<file path="src/rtl/fetch_pkg.sv">
// rtl/fetch_pkg.sv - shared fetch constants, entry type and PC alignment helper
package fetch_pkg;

    localparam logic [31:0] PC_STEP          = 32'd4;
    localparam logic [31:0] RESET_PC_DEFAULT = 32'h0000_0000;

    typedef struct packed {
        logic [31:0] pc;
        logic [31:0] instr;
    } fetch_entry_t;

    function automatic logic [31:0] align_pc(input logic [31:0] pc);
        return {pc[31:2], 2'b00};
    endfunction

endpackage

</file>
<file path="src/rtl/fetch_fifo.sv">
// rtl/fetch_fifo.sv - prefetch FIFO of {pc, instr} entries with a registered head
module fetch_fifo
    import fetch_pkg::*;
#(
    parameter int DEPTH = 4,
    localparam int AW = $clog2(DEPTH),
    localparam int CW = AW + 1
) (
    input  logic         clk,
    input  logic         reset_n,
    input  logic         push,
    input  fetch_entry_t push_data,
    input  logic         pop,
    input  logic         flush,
    output fetch_entry_t head_data,
    output logic [CW-1:0] count,
    output logic         full,
    output logic         empty
);

    fetch_entry_t  mem [DEPTH];
    logic [AW-1:0] wr_ptr;
    logic [AW-1:0] rd_ptr;
    logic [AW-1:0] rd_next;
    logic          do_push;
    logic          do_pop;

    assign full    = (count == CW'(DEPTH));
    assign empty   = (count == '0);
    assign do_pop  = pop && !empty && !flush;
    assign do_push = push && !flush && (!full || do_pop);

    always_comb begin
        rd_next = rd_ptr;
        if (flush) begin
            rd_next = '0;
        end else if (do_pop) begin
            rd_next = rd_ptr + AW'(1);
        end
    end

    always_ff @(posedge clk or negedge reset_n) begin
        if (!reset_n) begin
            for (int i = 0; i < DEPTH; i++) begin
                mem[i] <= '0;
            end
        end else if (do_push) begin
            mem[wr_ptr] <= push_data;
        end
    end

    always_ff @(posedge clk or negedge reset_n) begin
        if (!reset_n) begin
            wr_ptr <= '0;
            rd_ptr <= '0;
            count  <= '0;
        end else if (flush) begin
            wr_ptr <= '0;
            rd_ptr <= '0;
            count  <= '0;
        end else begin
            if (do_push) begin
                wr_ptr <= wr_ptr + AW'(1);
            end
            rd_ptr <= rd_next;
            count  <= count + CW'(do_push) - CW'(do_pop);
        end
    end

    // Head register tracks the entry that will sit at rd_next, bypassing a same-cycle write into that slot.
    always_ff @(posedge clk or negedge reset_n) begin
        if (!reset_n) begin
            head_data <= '0;
        end else if (flush) begin
            head_data <= '0;
        end else if (do_push && (wr_ptr == rd_next)) begin
            head_data <= push_data;
        end else begin
            head_data <= mem[rd_next];
        end
    end

endmodule

</file>
<file path="src/rtl/fetch_unit.sv">
// rtl/fetch_unit.sv - sequential instruction fetch with credit-limited requests and redirect flush
module fetch_unit
    import fetch_pkg::*;
#(
    parameter int          DEPTH    = 4,
    parameter logic [31:0] RESET_PC = RESET_PC_DEFAULT
) (
    input  logic        clk,
    input  logic        reset_n,
    output logic        mem_req_valid,
    output logic [31:0] mem_req_addr,
    input  logic        mem_req_ready,
    input  logic        mem_rsp_valid,
    input  logic [31:0] mem_rsp_data,
    output logic        instr_valid,
    output logic [31:0] instr,
    output logic [31:0] instr_pc,
    input  logic        instr_ready,
    input  logic        redirect,
    input  logic [31:0] redirect_pc
);

    localparam int CW = $clog2(DEPTH) + 1;
    localparam logic [CW:0] DEPTH_C = (CW + 1)'(DEPTH);

    logic [31:0]   fetch_pc;
    logic [31:0]   rsp_pc;
    logic [CW-1:0] pending;
    logic [CW-1:0] drop;
    logic [CW-1:0] fifo_count;
    logic          fifo_full;
    logic          fifo_empty;
    logic [CW:0]   credit_used;
    logic          req_fire;
    logic          rsp_discard;
    logic          fifo_push;
    logic          fifo_pop;
    fetch_entry_t  push_entry;
    fetch_entry_t  head_entry;

    // Every outstanding request owns a FIFO slot, so a response can never find the buffer full.
    assign credit_used   = (CW + 1)'(pending) + (CW + 1)'(fifo_count);
    assign mem_req_valid = reset_n && !redirect && (credit_used < DEPTH_C);
    assign mem_req_addr  = fetch_pc;

    assign req_fire    = mem_req_valid && mem_req_ready;
    assign rsp_discard = mem_rsp_valid && ((drop != '0) || redirect);
    assign fifo_push   = mem_rsp_valid && !rsp_discard;
    assign fifo_pop    = instr_valid && instr_ready && !redirect;
    assign push_entry  = '{pc: rsp_pc, instr: mem_rsp_data};

    always_ff @(posedge clk or negedge reset_n) begin
        if (!reset_n) begin
            fetch_pc <= RESET_PC;
            rsp_pc   <= RESET_PC;
            pending  <= '0;
            drop     <= '0;
        end else begin
            pending <= pending + CW'(req_fire) - CW'(mem_rsp_valid);
            if (redirect) begin
                fetch_pc <= align_pc(redirect_pc);
                rsp_pc   <= align_pc(redirect_pc);
                drop     <= pending - CW'(mem_rsp_valid);
            end else begin
                if (req_fire) begin
                    fetch_pc <= fetch_pc + PC_STEP;
                end
                if (fifo_push) begin
                    rsp_pc <= rsp_pc + PC_STEP;
                end
                if (mem_rsp_valid && (drop != '0)) begin
                    drop <= drop - CW'(1);
                end
            end
        end
    end

    fetch_fifo #(
        .DEPTH (DEPTH)
    ) u_fifo (
        .clk       (clk),
        .reset_n   (reset_n),
        .push      (fifo_push),
        .push_data (push_entry),
        .pop       (fifo_pop),
        .flush     (redirect),
        .head_data (head_entry),
        .count     (fifo_count),
        .full      (fifo_full),
        .empty     (fifo_empty)
    );

    assign instr_valid = !fifo_empty;
    assign instr       = head_entry.instr;
    assign instr_pc    = head_entry.pc;

    overflow_check: assert property (@(posedge clk) disable iff (!reset_n) !(fifo_push && fifo_full));

endmodule

</file>
<file path="config.mk">
export PLATFORM = sky130hd
export DESIGN_NAME = fetch_unit
export DESIGN_NICKNAME = d
export VERILOG_FILES = /design/src/rtl/fetch_pkg.sv /design/src/rtl/fetch_fifo.sv /design/src/rtl/fetch_unit.sv
export SDC_FILE = /design/constraint.sdc
export NUM_CORES = 1
export LEC_CHECK = 0
export CAP_MARGIN = 0
export CORE_MARGIN = 1
export CORE_UTILIZATION = 50
export CTS_CLUSTER_DIAMETER = 40
export CTS_CLUSTER_SIZE = 16
export DETAILED_ROUTE_END_ITERATION = 10
export PLACE_DENSITY = 0.71
export RECOVER_POWER = 50
export SLEW_MARGIN = 15
export SYNTH_ARGS = -nofsm -noshare
export SYNTH_HDL_FRONTEND = slang
export SYNTH_SLANG_ARGS = --single-unit
</file>
<file path="constraint.sdc">
create_clock -name clk -period 7.4 [get_ports clk]
set_input_delay 0.74 -clock clk [delete_from_list [all_inputs] [get_ports clk]]
set_output_delay 0.74 -clock clk [all_outputs]
set_load 0.01 [all_outputs]
</file>
## After elaboration in Yosys (flattened, before gate mapping)

Cells that the tools add are included.

- Register bits after elaboration: 397
- Input bits: 70
- Output and inout bits: 98
- Word-level logic and storage cells: 82

- Add/subtract/negate cells: 11
- Order comparisons: 4
- Equality and inequality tests: 2
- Mux-type cells: 20
- Bitwise gates (word level): 2
- Reduce and logical (&&, ||, !) cells: 26

Operators with widths:

| kind | count |
|---|---|
| $mux 64 | 5 |
| $bwmux 256 | 1 |
| $bmux 64 s2 | 1 |
| $demux 64 s2 | 1 |
| $mux 32 | 4 |
| $add 32x3->32 const B | 2 |
| $logic_and 1x1->1 | 14 |
| $mux 2 | 5 |
| $mux 3 | 3 |
| $sub 3x1->3 | 3 |
| $reduce_bool 2->1 | 4 |
| $add 3x1->3 | 2 |
| $ge 3x3->1 const B | 2 |
| $not 2->3 | 2 |
| $add 2x1->2 const B | 2 |
| $add 3x3->4 | 1 |
| $logic_not 1->1 | 4 |
| $lt 4x3->1 const B | 1 |
| $eq 3x3->1 const B | 1 |
| $logic_not 3->1 | 1 |
| $lt 3x1->1 const B | 1 |
| $reduce_bool 3->1 | 1 |
| $sub 3x1->3 const B | 1 |
| $eq 2x2->1 | 1 |
| $logic_or 1x1->1 | 2 |

## Longest topological paths before layout

- Depth after elaboration: 14
- Mapped depth: 13

## Hierarchy

From an unflattened synthesis, not the netlist that was laid out.

- Cells, all modules: 1517
- Area total of the unflattened synthesis: 19294.8 µm²

By module, submodules not included:

| module | instances | cells each | area each (µm²) | seq. area each (µm²) |
|---|---|---|---|---|
| fetch_fifo | 1 | 1105 | 15437.3 | 8182.8 |
| fetch_unit | 1 | 412 | 3857.4 | 1651.6 |

## Worst setup path before layout

Ideal clock, no wire load.

- Path type: input-to-reg
- Start point: input port redirect
- End point: register pending[2]
- Library setup time: 0.123 ns
- Arrival: 3.010 ns
- Data required time: 7.277 ns
- Slack: 4.267 ns
- Stages on the path: 13
- Buffers on the path: 4
- Cells stage by stage: buf_6 nor4_4 and4_1 buf_6 inv_4 clkbuf_1 clkbuf_1 ha_1 inv_1 ha_1 fa_1 xor2_1 xnor2_1

- Longest elaborated chain between the ends: 6

RTL lines:

| element | RTL line | text |
|---|---|---|
| start: declaration | fetch_unit.sv:19 | `input logic redirect,` |
| $logic_not 1->1 | fetch_unit.sv:43 | `assign mem_req_valid = reset_n && !redirect && (credit_used < DEPTH_C);` |
| $logic_and 1x1->1 (2 in a row) | fetch_unit.sv:43 |  |
| $logic_and 1x1->1 | fetch_unit.sv:46 | `assign req_fire = mem_req_valid && mem_req_ready;` |
| $add 3x1->3 | fetch_unit.sv:59 | `pending <= pending + CW'(req_fire) - CW'(mem_rsp_valid);` |
| $sub 3x1->3 | fetch_unit.sv:59 |  |
| end signal: assignment | fetch_unit.sv:59 |  |
| end: declaration | fetch_unit.sv:28 | `logic [CW-1:0] pending;` |

No other way between the ends.
A chain may end at the register's enable or synchronous reset.

## Worst setup path after layout

- Start point: input port redirect
- End point: register u_fifo.head_data[39] (netlist bit)

- Longest elaborated chain between the ends: 12

RTL lines:

| element | RTL line | text |
|---|---|---|
| $logic_not 1->1 | fetch_fifo.sv:30, fetch_fifo.sv:31, fetch_unit.sv:49 |  |
| $logic_and 1x1->1 | fetch_unit.sv:49 | `assign fifo_pop = instr_valid && instr_ready && !redirect;` |
| $logic_and 1x1->1 (2 in a row) | fetch_fifo.sv:30 | `assign do_pop = pop && !empty && !flush;` |
| $mux 2 | fetch_fifo.sv:37 | `end else if (do_pop) begin` |
| $mux 2 | fetch_fifo.sv:35 | `if (flush) begin` |
| $not 2->3 (implied by the code) | fetch_fifo.sv:79 | `head_data <= mem[rd_next];` |
| $bmux 64 s2 | fetch_fifo.sv:79 |  |
| $mux 64 (implied by the code) (2 in a row) | fetch_fifo.sv:79 |  |
| $mux 64 | fetch_fifo.sv:76 | `end else if (do_push && (wr_ptr == rd_next)) begin` |
| $mux 64 (*) | fetch_fifo.sv:74 | `end else if (flush) begin` |
| end signal: assignment | fetch_fifo.sv:77 | `head_data <= push_data;` |
| end signal: assignment | fetch_fifo.sv:79 |  |
| end: declaration | fetch_fifo.sv:15 | `output fetch_entry_t head_data,` |

Every way passes the cells marked *; elsewhere a longest branch is shown, timed or not. The select of a mux whose other input is x is not followed.

==> qor.txt <==
Max Fclk = 212 MHz
skew final = 19.4 ps
Hold-fix buffers, CTS = 0
root buffer cell = clkbuf_16
core area = 33600 um^2
initial DRC count = 811
fraction of layout cells with a size suffix above 1 = 24.6%
largest family of logic cells by synthesized area = multiplexers
final hold violation count = 0
IO Port Bufs = 163
largest net degree at the start of global routing = 92
routability cong. = 0.831
multiplexer area fraction after synthesis = 17.6%
Layout area overhead = 20.5%
top_reg_cell synth = dfrtp_1
Avg Cell Area, Syn = 12.5 um^2
status = finished with violations
Starting Density = 50.9%
post-route ant nets = 0
total routed wirelength = 41900 um
Final min period = 4730 ps
vias per inst = 5.97
post-synth top area share = 56.2%
fin crit share = 63.9%
Finished Cell Area = 20600 um^2
vias in the first global route = 12100
CTS Buffer Depth = 3
Clock Latency Late Sink = 550 ps
Synth Area in Adders = 1.40%
Worst Hold Class = input port to async pin
post-synthesis sequential area ratio = 56.2%
Setup CP Type = input port to flop
first-pass GRT wire length = 68200 um
Sum Neg Setup Slack = 0 ps
Final setup viols = 0
leakage power = 9.22 nW
pwr dens = 348 nW/um^2
row count = 67
Area after DPL = 19000 um^2
DRC = 0
initial antenna violation count = 2
R2R cell count = 7
CP endpoint kind = flop
Simple-Gate Fraction of Synth Area = 7.23%
Critical R2R Capture = u_fifo.head_data[9]$_DFF_PN0_
Syn Inst Count = 1365
Reg clk slew, reported paths = 70 ps
Avg WL per Cell = 21.3 um
drt first pass iters = 5
Rel. slew slack = -161%
vias = 11800
Tot GR Track Use = 24.4%
MaxCap Viol Count = 5
final net count = 1574
Synth area leader = dfrtp_1
Die X = 187 um
Max FO, Critical Path = 38
nature of the critical path startpoint = input port
I/O pins = 168
R2R Path Start = u_fifo.rd_ptr[1]$_DFF_PN0_
Synth Area in Compound Gates = 11.8%
number of H-tree levels = 2
Post-Synth XOR/XNOR Area = 2.39%
reg-to-reg setup timing slack = 3500 ps
total CTS buffers = 46
worst vdd ir = 206 uV
asr flop ratio synth = 100%
mapped cell area = 17100 um^2
post-CTS resize count = 0
post-CTS setup buffer count = 0
grt ovf = 0
total clock sinks = 384
Slew Limit Fails = 237
worst path required time = 7830 ps
synth warn = 0
Layout Utilization = 61.3%
Seq cells post-synth = 384
Critical Path AT = 5160 ps
TritonCTS clock tree = done
Netlist cell types = 66
Slew @ Worst Pin = 3910 ps
number of synthesized flops with an enable pin = 0
height of the die = 187 um
RSZ-0062 raised after global routing = no
failing checks = capacitance limit, slew limit
half-perimeter wire length after placement = 24400 um
Area contributors post-synth = dfrtp_1 56%, mux2_2 17%, a32o_1 3.6%, a221oi_1 3.2%, o21ai_0 2.6%
die area = 34900 um^2
## cell usage in the layout (no fill, tap or decap), types with 20 or more instances in the layout
master           count
nor2_1              22
inv_1               20
a221oi_1            62
xnor2_1             22
xor2_1              21
nand2_1            109
mux2_2             261
o21ai_0             90
dfrtp_1            384
dlygate4sd3_1       96
clkbuf_16           47
nand3_1             27
a32o_1              61
clkdlybuf4s50_1     65
## layer usage
metal	wire length, um	track usage, %	vias up	part of all wire (%)
met5	0	0	-	0
met4	665	6.15	0	1.6
met3	2080	3.25	58	5.0
met2	20400	39.6	342	49
met1	18800	34.8	6069	45
li1	-	-	5304	-
## where the power goes
group | total [W] | leakage (nW) | switching, W | internal, W
clock | 0.00231 | 0.751 | 0.000951 | 0.00136
sequential | 0.00299 | 5.05 | 0.000345 | 0.00264
combinational | 0.00187 | 3.43 | 0.000918 | 0.000952
total | 0.00716 | 9.22 | 0.00221 | 0.00495
## worst max-delay path by stage
stage,start,to,slack (ps),cells after the start
global route,reset_n,u_fifo.mem[190]$_DFFE_PN0P_,2030,2
finish,redirect,u_fifo.head_data[39]$_DFF_PN0_,2670,8
floorplan,redirect,pending[2]$_DFF_PN0_,4270,13
global placement,redirect,u_fifo.head_data[53]$_DFF_PN0_,3050,8
CTS,redirect,u_fifo.head_data[9]$_DFF_PN0_,3470,8
detailed placement,redirect,u_fifo.head_data[53]$_DFF_PN0_,2950,8
## cells in the mapped netlist (all sizes together), types with 16 or more instances
| cell | instances |
|---|---|
| xnor2 | 22 |
| nand3 | 27 |
| nor2 | 23 |
| a32o | 61 |
| dfrtp | 384 |
| o21ai | 95 |
| inv | 21 |
| ha | 16 |
| nand4 | 19 |
| nand2 | 109 |
| xor2 | 22 |
| clkbuf | 70 |
| a221oi | 62 |
| mux2 | 261 |
| buf | 42 |
## sequential cells by signal, indices dropped and copies added, names as in the netlist
signal and flops:
u_fifo.mem 248, u_fifo.head_data 63, u_fifo.wr_ptr 2, mem_req_addr 30
u_fifo.count 3, drop 3, rsp_pc 30, u_fifo.rd_ptr 2
pending 3
## final cells by class
type / instances / area, um^2
multi-input cells: 849 / 6990
clock inverters: 32 / 360
well taps: 448 / 561
flip-flops and latches: 384 / 9610
diodes: 2 / 5.00
clock buffers: 52 / 1210
repair buffers: 183 / 1790
inverters: 22 / 85.1
fillers: 2624 / 13000
## worst max-delay path, cell delays in order
cell      delay, ps
clkbuf_1       1110
clkinv_1        870
clkbuf_1        730
o221ai_4        550
buf_4           590
a32o_1          200
a221oi_1         50
o21ai_0         260
## stage by stage
step	hold WS [ps]	worst slack, ps	total power, W	cells
3_3_place_gp	488	3050	0.00488	1884
4_1_cts	240	3470	0.00728	1968
3_5_place_dp	496	2950	0.00495	1884
6_report	204	2670	0.00716	1972
5_1_grt	268	2030	0.00754	1971
2_1_floorplan	444	4270	0.00412	1367
## cells by family after synthesis
logic type	Yosys count
mux	268
buf+inv	134
flops	384
fa+ha+maj	18
simple gates	246
other cells	1
compound gates	269
xor+xnor	45
No activity file was read; power rests on OpenSTA's default activity.
